==> config.mk <==
export PLATFORM = sky130hd
export DESIGN_NAME = fmul_pipe
export DESIGN_NICKNAME = d
export VERILOG_FILES = /design/src/rtl/fp_pkg.sv /design/src/rtl/fp_round_pack.sv /design/src/rtl/fmul_pipe.sv
export SDC_FILE = /design/constraint.sdc
export NUM_CORES = 2
export LEC_CHECK = 0
export BUFFER_PORTS_ARGS = -buffer_cell sky130_fd_sc_hd__buf_2
export CORE_ASPECT_RATIO = 0.5
export CORE_MARGIN = 8
export CORE_UTILIZATION = 30
export CTS_CLUSTER_SIZE = 14
export DETAILED_ROUTE_END_ITERATION = 8
export HOLD_SLACK_MARGIN = 0.08
export PLACE_DENSITY = 0.48
export SYNTH_ARGS = -nofsm -noshare
export SYNTH_HDL_FRONTEND = slang
export SYNTH_SLANG_ARGS = --single-unit
==> constraint.sdc <==
create_clock -name clk -period 6.4 [get_ports clk]
set_input_delay 0.32 -clock clk [delete_from_list [all_inputs] [get_ports clk]]
set_output_delay 0.32 -clock clk [all_outputs]
set_load 0.05 [all_outputs]
==> src/rtl/fp_pkg.sv <==
// Shared IEEE-754 format helpers for the pipelined FP multiplier.
package fp_pkg;

    typedef enum logic [1:0] {FP_ZERO, FP_NORM, FP_INF, FP_NAN} fp_class_e;

    // Bit positions inside the 4-bit flag vector {invalid, overflow, underflow, inexact}.
    localparam int FLAG_INVALID   = 3;
    localparam int FLAG_OVERFLOW  = 2;
    localparam int FLAG_UNDERFLOW = 1;
    localparam int FLAG_INEXACT   = 0;

    function automatic int fmt_e(input int n);
        return (n == 64) ? 11 : 8;
    endfunction

    function automatic int fmt_m(input int n);
        return (n == 64) ? 52 : 23;
    endfunction

    function automatic int fmt_bias(input int n);
        return (n == 64) ? 1023 : 127;
    endfunction

    // Canonical quiet NaN: sign 0, exponent all ones, only the mantissa MSB set.
    function automatic logic [63:0] qnan_bits(input int n);
        return (n == 64) ? 64'h7FF8_0000_0000_0000 : 64'h0000_0000_7FC0_0000;
    endfunction

endpackage

==> src/rtl/fp_round_pack.sv <==
// Final multiplier stage: normalise the significand product, round to nearest
// even, resolve overflow / flush-to-zero, and pack the result word.
module fp_round_pack
    import fp_pkg::*;
#(
    parameter int N = 32
) (
    input  logic                         sign,
    input  logic signed [fmt_e(N)+1:0]   es,
    input  logic [2*fmt_m(N)+1:0]        prod,
    input  logic                         special,
    input  logic [N-1:0]                 spec_res,
    input  logic [3:0]                   spec_flags,
    output logic [N-1:0]                 res,
    output logic [3:0]                   flags
);
    localparam int E = fmt_e(N);
    localparam int M = fmt_m(N);
    localparam logic signed [E+1:0] ES_MAX = (E+2)'((2**E) - 1);

    logic                shift;
    logic [M-1:0]        frac;
    logic                guard;
    logic                sticky;
    logic                round_up;
    logic                carry;
    logic [M-1:0]        frac_rnd;
    logic signed [E+1:0] es_norm;
    logic signed [E+1:0] es_fin;

    // Normalise, round, then choose between special, overflow, FTZ and normal packing.
    always_comb begin
        shift    = prod[2*M+1];
        frac     = shift ? prod[2*M:M+1] : prod[2*M-1:M];
        guard    = shift ? prod[M] : prod[M-1];
        sticky   = shift ? (|prod[M-1:0]) : (|prod[M-2:0]);
        round_up = guard & (frac[0] | sticky);
        {carry, frac_rnd} = {1'b0, frac} + {{M{1'b0}}, round_up};
        // A rounding carry turns 1.111..1 into 10.000..0; the fraction is already zero.
        es_norm  = es + {{(E+1){1'b0}}, shift};
        es_fin   = es_norm + {{(E+1){1'b0}}, carry};

        res   = {sign, es_fin[E-1:0], frac_rnd};
        flags = '0;
        flags[FLAG_INEXACT] = guard | sticky;

        if (special) begin
            res   = spec_res;
            flags = spec_flags;
        end else if (es_fin >= ES_MAX) begin
            res = {sign, {E{1'b1}}, {M{1'b0}}};
            flags[FLAG_OVERFLOW] = 1'b1;
            flags[FLAG_INEXACT]  = 1'b1;
        end else if (es_fin[E+1] || (es_fin == '0)) begin
            res = {sign, {(N-1){1'b0}}};
            flags[FLAG_UNDERFLOW] = 1'b1;
            flags[FLAG_INEXACT]   = 1'b1;
        end
    end

endmodule

==> src/rtl/fmul_pipe.sv <==
// Three-stage IEEE-754 multiplier (binary32 or binary64) with valid/ready
// handshake and a pass-through tag. Subnormal inputs read as zero, tiny
// results flush to zero, NaN outputs are always the canonical quiet NaN.
module fmul_pipe
    import fp_pkg::*;
#(
    parameter int N     = 32,
    parameter int TAG_W = 4
) (
    input  logic             clk,
    input  logic             rst_n,
    input  logic             in_valid,
    output logic             in_ready,
    input  logic [N-1:0]     in_a,
    input  logic [N-1:0]     in_b,
    input  logic [TAG_W-1:0] in_tag,
    output logic             out_valid,
    input  logic             out_ready,
    output logic [N-1:0]     out_res,
    output logic [TAG_W-1:0] out_tag,
    output logic [3:0]       out_flags
);
    localparam int E    = fmt_e(N);
    localparam int M    = fmt_m(N);
    localparam int BIAS = fmt_bias(N);
    localparam logic signed [E+1:0] BIAS_S = (E+2)'(BIAS);
    localparam logic [N-1:0]        QNAN   = N'(qnan_bits(N));

    if (N != 32 && N != 64) begin : g_bad_width
        $error("fmul_pipe: N must be 32 or 64");
    end

    function automatic fp_class_e classify(input logic [N-1:0] x);
        if (x[N-2:M] == '0) return FP_ZERO;
        if (x[N-2:M] == '1) return (x[M-1:0] == '0) ? FP_INF : FP_NAN;
        return FP_NORM;
    endfunction

    logic adv;

    fp_class_e           cls_a;
    fp_class_e           cls_b;
    logic                s1_sign_c;
    logic signed [E+1:0] s1_es_c;
    logic                s1_special_c;
    logic [N-1:0]        s1_spec_res_c;
    logic [3:0]          s1_spec_flags_c;

    logic                s1_valid;
    logic [TAG_W-1:0]    s1_tag;
    logic                s1_sign;
    logic signed [E+1:0] s1_es;
    logic [M:0]          s1_sig_a;
    logic [M:0]          s1_sig_b;
    logic                s1_special;
    logic [N-1:0]        s1_spec_res;
    logic [3:0]          s1_spec_flags;

    logic [2*M+1:0]      prod_c;

    logic                s2_valid;
    logic [TAG_W-1:0]    s2_tag;
    logic                s2_sign;
    logic signed [E+1:0] s2_es;
    logic [2*M+1:0]      s2_prod;
    logic                s2_special;
    logic [N-1:0]        s2_spec_res;
    logic [3:0]          s2_spec_flags;

    logic [N-1:0]        rp_res;
    logic [3:0]          rp_flags;

    // The whole pipe moves together: it advances unless a result is stuck at the output.
    assign adv      = ~out_valid | out_ready;
    assign in_ready = adv;

    // Classify operands, form the biased exponent sum and preselect special results.
    always_comb begin
        cls_a           = classify(in_a);
        cls_b           = classify(in_b);
        s1_sign_c       = in_a[N-1] ^ in_b[N-1];
        s1_es_c         = {2'b00, in_a[N-2:M]} + {2'b00, in_b[N-2:M]} - BIAS_S;
        s1_special_c    = 1'b1;
        s1_spec_res_c   = '0;
        s1_spec_flags_c = '0;
        if (cls_a == FP_NAN || cls_b == FP_NAN) begin
            s1_spec_res_c = QNAN;
        end else if ((cls_a == FP_INF && cls_b == FP_ZERO) ||
                     (cls_a == FP_ZERO && cls_b == FP_INF)) begin
            s1_spec_res_c = QNAN;
            s1_spec_flags_c[FLAG_INVALID] = 1'b1;
        end else if (cls_a == FP_INF || cls_b == FP_INF) begin
            s1_spec_res_c = {s1_sign_c, {E{1'b1}}, {M{1'b0}}};
        end else if (cls_a == FP_ZERO || cls_b == FP_ZERO) begin
            s1_spec_res_c = {s1_sign_c, {(N-1){1'b0}}};
        end else begin
            s1_special_c = 1'b0;
        end
    end

    // Stage 1 register: unpacked operands.
    always_ff @(posedge clk) begin
        if (!rst_n) begin
            s1_valid <= 1'b0;
        end else if (adv) begin
            s1_valid <= in_valid;
            if (in_valid) begin
                s1_tag        <= in_tag;
                s1_sign       <= s1_sign_c;
                s1_es         <= s1_es_c;
                s1_sig_a      <= {1'b1, in_a[M-1:0]};
                s1_sig_b      <= {1'b1, in_b[M-1:0]};
                s1_special    <= s1_special_c;
                s1_spec_res   <= s1_spec_res_c;
                s1_spec_flags <= s1_spec_flags_c;
            end
        end
    end

    assign prod_c = {{(M+1){1'b0}}, s1_sig_a} * {{(M+1){1'b0}}, s1_sig_b};

    // Stage 2 register: full-width significand product.
    always_ff @(posedge clk) begin
        if (!rst_n) begin
            s2_valid <= 1'b0;
        end else if (adv) begin
            s2_valid <= s1_valid;
            if (s1_valid) begin
                s2_tag        <= s1_tag;
                s2_sign       <= s1_sign;
                s2_es         <= s1_es;
                s2_prod       <= prod_c;
                s2_special    <= s1_special;
                s2_spec_res   <= s1_spec_res;
                s2_spec_flags <= s1_spec_flags;
            end
        end
    end

    fp_round_pack #(.N(N)) u_round_pack (
        .sign       (s2_sign),
        .es         (s2_es),
        .prod       (s2_prod),
        .special    (s2_special),
        .spec_res   (s2_spec_res),
        .spec_flags (s2_spec_flags),
        .res        (rp_res),
        .flags      (rp_flags)
    );

    // Output register: holds the presented result until the consumer takes it.
    always_ff @(posedge clk) begin
        if (!rst_n) begin
            out_valid <= 1'b0;
            out_res   <= '0;
            out_tag   <= '0;
            out_flags <= '0;
        end else if (adv) begin
            out_valid <= s2_valid;
            if (s2_valid) begin
                out_res   <= rp_res;
                out_tag   <= s2_tag;
                out_flags <= rp_flags;
            end
        end
    end

endmodule

==> flow_metrics.tcl <==
set metrics [dict create \
    status "finished, violations left" \
    violations "negative setup slack" \
    cts_inserted_buffers 17 \
    insertion_delay_ns 0.53 \
    dr.pass1.iters 5 \
    tns_ns -6.00 \
    layout-area-overhead-vs-synth_pct 25.1 \
    cp.required_ns 6.67 \
    mostFrequentLayoutCells "inv_1 (562), fa_1 (457), nand2_1 (312)" \
    synth_ff_type "edfxtp_1" \
    clockRootBuffer "clkbuf_16" \
    via_per_inst 4.57 \
    final-setup-viol-count 23 \
    core-area_um2 86300 \
    dp.final_hpwl_um 65700 \
    synth_area_per_cell_um2 9.64 \
    antenna_left 0 \
    ys_types 63 \
    syn_nets 3467 \
    wire_per_inst_um 18.6 \
    cp_data_arrival_time_ns 7.10 \
    worst_pin_slew_ns 0.943 \
    synth_cells 2720 \
    crit_type "register to register" \
    slew_viol_final 0 \
    synth_edf_count 134 \
    route.vias.total 19572 \
    fp.dieH_um 225 \
    worst-path-max-fanout 6 \
    cp_slowest_cell "fa_1" \
    start_kind "register" \
    timing.slew.headroom 0.366 \
    antenna_found_initial 2 \
    cp_num_buf_inv 8 \
    port-buffer-count 113 \
    syn-cell-area_um2 26200 \
    cts.sinks 177 \
    fin_crit_sh 1.07 \
    drcViolationCount 0 \
    final_common_cell "inv_1" \
    drt_iter0_markers 1035 \
    layout_setup_ws_ns -0.433 \
    synth_warnings 0 \
    ys_seq_elements 177 \
    cpMostUsedCell "fa_1" \
    cp-end-kind "register" \
    die-area_um2 97700 \
    cts_tree "done" \
    max_cap_violations 0 \
    fin_nets 3848 \
    clk_pin_slew_ns 0.10 \
    worstHoldPathType "input port to register" \
    htree_levels 4 \
    fin_crit_ns 6.83 \
    fin_cells 4285 \
    drive_gt1_frac 0.221 \
    critPathMaxStageDelay_ns 0.54 \
    rsz0062_at_grt "yes" \
    io_pins 114 \
    place.gp.congestion 0.889 \
    grt_pass1_wl_um 124000 \
    grt_pass1_vias 21018 \
    start_util 0.304 \
    cp_top_family "adder cells" \
    row_count 76 \
    multi_input_area_um2 19600 \
    yosysSeqAreaShare 0.186 \
    ys_async_sr_fraction 0 \
    grt_max_degree 66 \
    fp.dieW_um 434 \
    finClkSkew_ns 0.0293 \
    fillers 8749 \
    seq_area_um2 4880 \
    grt_usage 0.165 \
    grt.overflow.total 0 \
    dp_cells 4148 \
    clk_path_buf_depth 2 \
    wl_um 79600 \
    fmax_mhz 146 \
    hold_viol_final 0 \
]
-- worst register-to-register path, delay by kind of cell, from the launching register on --
kind	cells	cell delay [ns]
AOI/OAI and AO/OA	6	1.46
xor gates and xnor gates	1	0.07
DFF	1	0.42
adders and majority gates	8	3.44
buffers and inverters	8	0.87
and+or+nand+nor	3	0.31
-- routing by layer --
layer  track usage  share of wire  vias up
met2         0.255           0.44      437
met4        0.0389          0.019        2
met3        0.0381          0.062       75
met5             0       0.000088        -
met1         0.234           0.48     9997
li1              -              -     9061
-- synth_stat cells (all sizes together) (2+ instances only) --
master | instances | share of area
a211o | 4 | 0.0013
a211oi | 5 | 0.0018
a21boi | 31 | 0.0089
a21o | 25 | 0.0072
a21oi | 65 | 0.012
a221oi | 2 | 0.00067
a31o | 2 | 0.00067
a31oi | 7 | 0.0017
and2 | 264 | 0.063
and3 | 15 | 0.0036
and4 | 5 | 0.0017
buf | 6 | 0.0011
clkbuf | 116 | 0.017
clkinv | 2 | 0.00029
dfxtp | 43 | 0.033
edfxtp | 134 | 0.15
fa | 484 | 0.37
ha | 191 | 0.091
inv | 603 | 0.086
mux2 | 8 | 0.0034
mux2i | 18 | 0.0069
nand2 | 327 | 0.047
nand2b | 6 | 0.0014
nand3 | 43 | 0.0082
nand4 | 19 | 0.0045
nor2 | 71 | 0.010
nor2b | 17 | 0.0041
nor3 | 12 | 0.0023
nor3b | 5 | 0.0016
nor4 | 21 | 0.0050
o2111ai | 5 | 0.0017
o211ai | 6 | 0.0019
o21ai | 31 | 0.0059
o21bai | 9 | 0.0026
o221a | 4 | 0.0017
o31ai | 7 | 0.0020
or2 | 2 | 0.00057
or3 | 3 | 0.00072
or4 | 2 | 0.00057
xnor2 | 53 | 0.018
xor2 | 34 | 0.011
-- metrics by stage --
| stage | setup WS [ns] | util | instance area [um^2] | hold WS [ns] |
|---|---|---|---|---|
| after floorplan | -0.0863 | - | 26600 | 0.400 |
| after global placement | -0.553 | 0.350 | 30300 | 0.401 |
| after detailed placement | -0.567 | 0.350 | 30300 | 0.405 |
| after CTS | -0.452 | 0.372 | 32100 | 0.0971 |
| after global routing | -0.652 | 0.380 | 32800 | 0.0964 |
| final | -0.433 | 0.380 | 32800 | 0.125 |
-- cell type report --
type,instances,area share
diodes,1,0.0000763
clock inverters,14,0.00511
clock buffers,18,0.0134
multi-input cells,1816,0.597
repair buffers,484,0.122
well taps,1170,0.0446
flip-flops and latches,177,0.149
inverters,605,0.0693
-- final timing paths --
kind | startpoint | to | slack (ns) | cells past startpoint
hold / removal | in_b[2] | s1_sig_b[2]$_DFFE_PP_ | 0.12 | 1
setup reg to reg | s1_sig_a[13]$_DFFE_PP_ | s2_prod[44]$_DFFE_PP_ | -0.43 | 26
setup / recovery | s1_sig_a[13]$_DFFE_PP_ | s2_prod[44]$_DFFE_PP_ | -0.43 | 26
hold reg to reg | s1_tag[0]$_DFFE_PP_ | s2_tag[0]$_DFFE_PP_ | 0.42 | 0
-- cell families (layout without fill, tap and decap cells) --
family / Yosys count / in the layout / share of synthesized area
compound gates: 213 / 213 / 0.0541
xor+xnor: 87 / 87 / 0.0291
fa+ha+maj: 675 / 675 / 0.461
buf+inv: 727 / 1121 / 0.104
flops: 177 / 177 / 0.186
mux: 26 / 26 / 0.0103
other cells: 0 / 1 / 0
simple gates: 815 / 815 / 0.155
-- what timing repair did --
action | in CTS | in global routing
pin swaps | 52 | 89
buffers inserted | 37 | 34
hold endpoints to repair | 49 | 0
gates resized for setup | 110 | 149
gates cloned | 2 | 1
hold buffers | 49 | 0
endpoints found under the setup margin | 30 | 30
-- registers in the layout, indices dropped and copies added, names as in the netlist --
name	cells
out_valid	1
s2_es	10
s1_sign	1
s1_special	1
s1_sig_a	23
s1_tag	4
s2_special	1
s1_spec_res	3
s1_sig_b	23
out_res	32
s2_sign	1
s2_spec_res	3
s2_prod	48
s1_valid	1
s2_spec_flags	1
s1_es	10
out_tag	4
s1_spec_flags	1
s2_valid	1
out_flags	4
s2_tag	4
Power is left out: the tool's default activity adds up to more than one toggle a clock period on the data nets, which glitch-free logic cannot reach.
